<file path="src/rtl/load_store_unit.sv">
// Per-thread load/store unit: issues one data-memory read (LDR) or write (STR) per instruction
// over a valid/ready handshake and exposes the last loaded value to the register file.
module load_store_unit #(
    parameter int DATA_BITS = 8,
    parameter int ADDR_BITS = 8
) (
    input  logic                 clock,
    input  logic                 reset,
    input  logic                 enable,
    input  logic [2:0]           core_state,
    input  logic                 decoded_mem_read_enable,
    input  logic                 decoded_mem_write_enable,
    input  logic [DATA_BITS-1:0] rs_data,
    input  logic [DATA_BITS-1:0] rt_data,
    output logic                 mem_read_valid,
    output logic [ADDR_BITS-1:0] mem_read_address,
    input  logic                 mem_read_ready,
    input  logic [DATA_BITS-1:0] mem_read_data,
    output logic                 mem_write_valid,
    output logic [ADDR_BITS-1:0] mem_write_address,
    output logic [DATA_BITS-1:0] mem_write_data,
    input  logic                 mem_write_ready,
    output logic [1:0]           lsu_state,
    output logic [DATA_BITS-1:0] lsu_out
);

    typedef enum logic [1:0] {
        IDLE       = 2'b00,
        REQUESTING = 2'b01,
        WAITING    = 2'b10,
        DONE       = 2'b11
    } lsu_state_t;

    localparam logic [2:0] CORE_REQUEST = 3'b011;
    localparam logic [2:0] CORE_UPDATE  = 3'b110;

    lsu_state_t           state_q, state_d;
    logic                 is_read_q, is_read_d;
    logic                 read_valid_q, read_valid_d;
    logic [ADDR_BITS-1:0] read_addr_q, read_addr_d;
    logic                 write_valid_q, write_valid_d;
    logic [ADDR_BITS-1:0] write_addr_q, write_addr_d;
    logic [DATA_BITS-1:0] write_data_q, write_data_d;
    logic [DATA_BITS-1:0] lsu_out_q, lsu_out_d;

    always_comb begin
        state_d       = state_q;
        is_read_d     = is_read_q;
        read_valid_d  = read_valid_q;
        read_addr_d   = read_addr_q;
        write_valid_d = write_valid_q;
        write_addr_d  = write_addr_q;
        write_data_d  = write_data_q;
        lsu_out_d     = lsu_out_q;

        if (enable) begin
            case (state_q)
                IDLE: begin
                    // Read wins when both enables are set; the write is simply dropped.
                    if (core_state == CORE_REQUEST &&
                        (decoded_mem_read_enable || decoded_mem_write_enable)) begin
                        is_read_d = decoded_mem_read_enable;
                        state_d   = REQUESTING;
                    end
                end
                REQUESTING: begin
                    if (is_read_q) begin
                        read_valid_d = 1'b1;
                        read_addr_d  = rs_data[ADDR_BITS-1:0];
                    end else begin
                        write_valid_d = 1'b1;
                        write_addr_d  = rs_data[ADDR_BITS-1:0];
                        write_data_d  = rt_data;
                    end
                    state_d = WAITING;
                end
                WAITING: begin
                    if (is_read_q) begin
                        if (mem_read_ready) begin
                            read_valid_d = 1'b0;
                            lsu_out_d    = mem_read_data;
                            state_d      = DONE;
                        end
                    end else if (mem_write_ready) begin
                        write_valid_d = 1'b0;
                        state_d       = DONE;
                    end
                end
                DONE: begin
                    if (core_state == CORE_UPDATE) begin
                        state_d = IDLE;
                    end
                end
                default: state_d = IDLE;
            endcase
        end
    end

    always_ff @(posedge clock) begin
        if (!reset) begin
            state_q       <= IDLE;
            is_read_q     <= 1'b0;
            read_valid_q  <= 1'b0;
            read_addr_q   <= '0;
            write_valid_q <= 1'b0;
            write_addr_q  <= '0;
            write_data_q  <= '0;
            lsu_out_q     <= '0;
        end else begin
            state_q       <= state_d;
            is_read_q     <= is_read_d;
            read_valid_q  <= read_valid_d;
            read_addr_q   <= read_addr_d;
            write_valid_q <= write_valid_d;
            write_addr_q  <= write_addr_d;
            write_data_q  <= write_data_d;
            lsu_out_q     <= lsu_out_d;
        end
    end

    assign mem_read_valid    = read_valid_q;
    assign mem_read_address  = read_addr_q;
    assign mem_write_valid   = write_valid_q;
    assign mem_write_address = write_addr_q;
    assign mem_write_data    = write_data_q;
    assign lsu_state         = state_q;
    assign lsu_out           = lsu_out_q;

endmodule

</file>
<file path="config.mk">
export PLATFORM = sky130hd
export DESIGN_NAME = load_store_unit
export DESIGN_NICKNAME = d
export VERILOG_FILES = /design/src/rtl/load_store_unit.sv
export SDC_FILE = /design/constraint.sdc
export NUM_CORES = 1
export LEC_CHECK = 0
export BUFFER_PORTS_ARGS = -buffer_cell sky130_fd_sc_hd__buf_2
export CAP_MARGIN = 15
export CORE_MARGIN = 4
export CORE_UTILIZATION = 50
export DETAILED_ROUTE_END_ITERATION = 6
export GPL_ROUTABILITY_DRIVEN = 0
export MAX_ROUTING_LAYER = met4
export PLACE_DENSITY = 0.92
export RECOVER_POWER = 50
export SLEW_MARGIN = 20
export SYNTH_ARGS = -nofsm -noshare
export SYNTH_HDL_FRONTEND = slang
export SYNTH_SLANG_ARGS = --single-unit
</file>
<file path="constraint.sdc">
create_clock -name clock -period 4.1 [get_ports clock]
set_input_delay 0.205 -clock clock [delete_from_list [all_inputs] [get_ports clock]]
set_output_delay 0.205 -clock clock [all_outputs]
set_load 0.01 [all_outputs]
</file>
==> metrics.cfg <==
[sta]
fmax_ghz=0.622
rsz0062_at_grt=false
hold_slack_ns=0.0715
clock_skew_ns=0.0162
slew_headroom_pct=58.1
fin_crit_ns=1.61
fin_crit_sh_pct=39.2
setup_tns_ns=0
final.setup.worst_slack_ns=2.49
finalHoldViolCount=0
setup_viol=0
worst_pin_slew_ns=0.629
slew_viol_final=0

[setup_path]
worstPathArrival_ns=1.88
r2r_end=mem_write_valid
crit_type=flip-flop to flip-flop
worstSetupStartpointType=flip-flop
r2r_start=lsu_state[1]
end_kind=flip-flop
cp_slowest_cell=and2_1
reg2reg_depth=5
path_max_fanout=17
crit_chain=inv_1 -> ha_1 -> and2_1 -> o21ai_0 -> a21boi_0
cpPeakStageDelay_ns=0.55
reg2reg_slack_ns=2.49
required_ns=4.37

[power_and_ir_drop]
power_density_nw_per_um2=373
ir_drop_mv=0.206
power.static_leakage_uw=0.000728

[floorplanning]
initial_utilization_pct=51.9
die_h_um=64.3
core_um2=3050
die_area_um2=4130
fp.dieW_um=64.3
io_pins=70
row_count=20

[synthesis]
syn_area_um2=1580
synth_area_leaders=dfxtp_1 47%, nand2_1 18%, a21boi_0 11%, a21boi_2 7.1%, ha_1 3.9%
avgSynthCellArea_um2=8.66
yosys.cell_types.count=23
ys_warn_count=0
synth_seq_cells=37
synthCells=183
ys_seq_area_share_pct=46.8
synth_nets=222
synth.top_cell.area_share_pct=46.8
synth_largest_area_cell=dfxtp_1

[clocking]
ctsLongestPathBuffers=2
root_buffer=clkbuf_4
htreeDepth=2
cts_made_buffers=5
cts_num_sinks=37
post_cts_buffers=0
postCtsResizedCells=0
clkTransAtPathRegs_ns=0.13
cts_hold_buf=0
tritoncts=done
clk_latency_ns=0.35

[worst_hold_path]
min_from=rt_data[4]
hold_class=input pin to flip-flop
hold_path_end=mem_write_data[4]
hold_depth=3

[layout]
area_growth_pct=25.4
multi_input_area_um2=776
nets=290
stdcell_count=296
final-seq-area_um2=741
drive_gt1_share_pct=21.4
num_antenna_cells=0
fillCellCount=291

[placed_design]
portBuffers=69
placedCellCount=288
dp_hpwl_um=2520
preCtsSetupSlack_ns=2.48

[global_routing]
grt_pass1_vias=1342
grt_use_total_pct=18.3
antenna_found_initial=0
grt_overflow=0
grt_pass1_wl_um=5800
grt_max_degree=40

[routing]
first_iter_violations=79
routed_wirelength_um=3430
firstDrtPassIters=4
ant_nets=0
vias=1420
via_per_inst=4.80
post_drt_wl_per_cell_um=11.6
drc=0

[flow_run]
cap_violations=0

[status]
status=finished, final reports clean

-- through the flow --
| stage | power [uW] | cell area, um2 | utilization (%) |
|---|---|---|---|
| 2_1_floorplan | 412 | 1580 | - |
| 6_report | 742 | 1990 | 65.0 |
| 4_1_cts | 746 | 2030 | 66.5 |
| 3_3_place_gp | 438 | 1930 | 63.2 |
| 5_1_grt | 773 | 1990 | 65.0 |
| 3_5_place_dp | 439 | 1930 | 63.2 |
-- flip-flops by register name, indices dropped and copies added, names as in the netlist --
| register | count |
|---|---|
| mem_write_valid | 1 |
| is_read_q | 1 |
| mem_write_address | 8 |
| mem_read_valid | 1 |
| lsu_out | 8 |
| mem_write_data | 8 |
| lsu_state | 2 |
| mem_read_address | 8 |
-- where the power goes --
part           leakage [uW]  total [uW]  switching, uW  internal [uW]
Sequential         0.000298         371           4.81            366
Clock             0.0000552         312            123            189
Combinational      0.000374        58.6           30.8           27.8
Total              0.000728         742            159            583
-- cells in the mapped netlist, drive strengths merged --
cell,n
nor2b,2
nand4,2
mux2i,4
nor4,1
clkbuf,4
buf,4
ha,5
and2,2
nor2,3
a21boi,33
and3,1
o21ai,4
dfxtp,37
nand2,75
o31ai,1
inv,3
nand3,2
-- layer usage --
layer,track usage [%],part of all wire [%]
met5,-,0
met1,20.2,45
met4,6.33,1.5
met2,30.5,46
met3,6.33,7.8
-- area by class of cell --
class / count / area share [%]
Clock buffer: 5 / 1.89
Tap cell: 44 / 2.77
Multi-Input combinational cell: 135 / 39.1
Clock inverter: 3 / 3.28
Inverter: 3 / 0.567
Sequential cell: 37 / 37.3
Timing Repair Buffer: 69 / 15.1
-- placed cells by master, fill, tap and decap left out --
master	count
nand2_2	1
nor2b_1	1
clkinv_2	1
bufinv_16	2
inv_1	3
ha_1	5
clkbuf_4	5
a21boi_2	10
nor2_1	2
nand4_1	2
clkbuf_1	36
nand3_1	2
a21boi_0	23
dfxtp_1	37
buf_2	33
mux2i_1	4
and3_1	1
nand2_1	74
o31ai_1	1
nor2b_2	1
o21ai_0	4
and2_1	2
nor2_2	1
nor4_1	1
-- how the worst max path moves through the flow --
stage | slack [ns] | to | startpoint | cells after the start
final | 2.49 | mem_write_valid | lsu_state[1] | 5
after global routing | 2.24 | mem_write_valid | lsu_state[1] | 5
after CTS | 2.48 | mem_write_valid | lsu_state[1] | 5
after detailed placement | 2.48 | mem_write_valid | lsu_state[1] | 5
after floorplan | 2.68 | mem_read_valid | lsu_state[1] | 7
after global placement | 2.59 | mem_write_valid | lsu_state[1] | 5
-- cells by family (layout without fill, tap and decap cells) --
group                    Yosys count  count (layout)  synth area share (%)
adder cells (fa/ha/maj)            5               5                  3.95
buffers and inverters             11              80                  4.27
AO/OA/AOI/OAI                     38              38                  19.7
flip-flops                        37              37                  46.8
AND/OR/NAND/NOR                   88              88                  22.8
multiplexers                       4               4                  2.53
-- worst max-delay path: cells and delay by family (launching register included) --
family / cells / cell delay [ns]
flip-flops: 1 / 0.36
AND/OR/NAND/NOR: 1 / 0.55
buffers and inverters: 1 / 0.11
AO/OA/AOI/OAI: 2 / 0.33
adder cells (fa/ha/maj): 1 / 0.20
(Power assumes the default switching activity.)
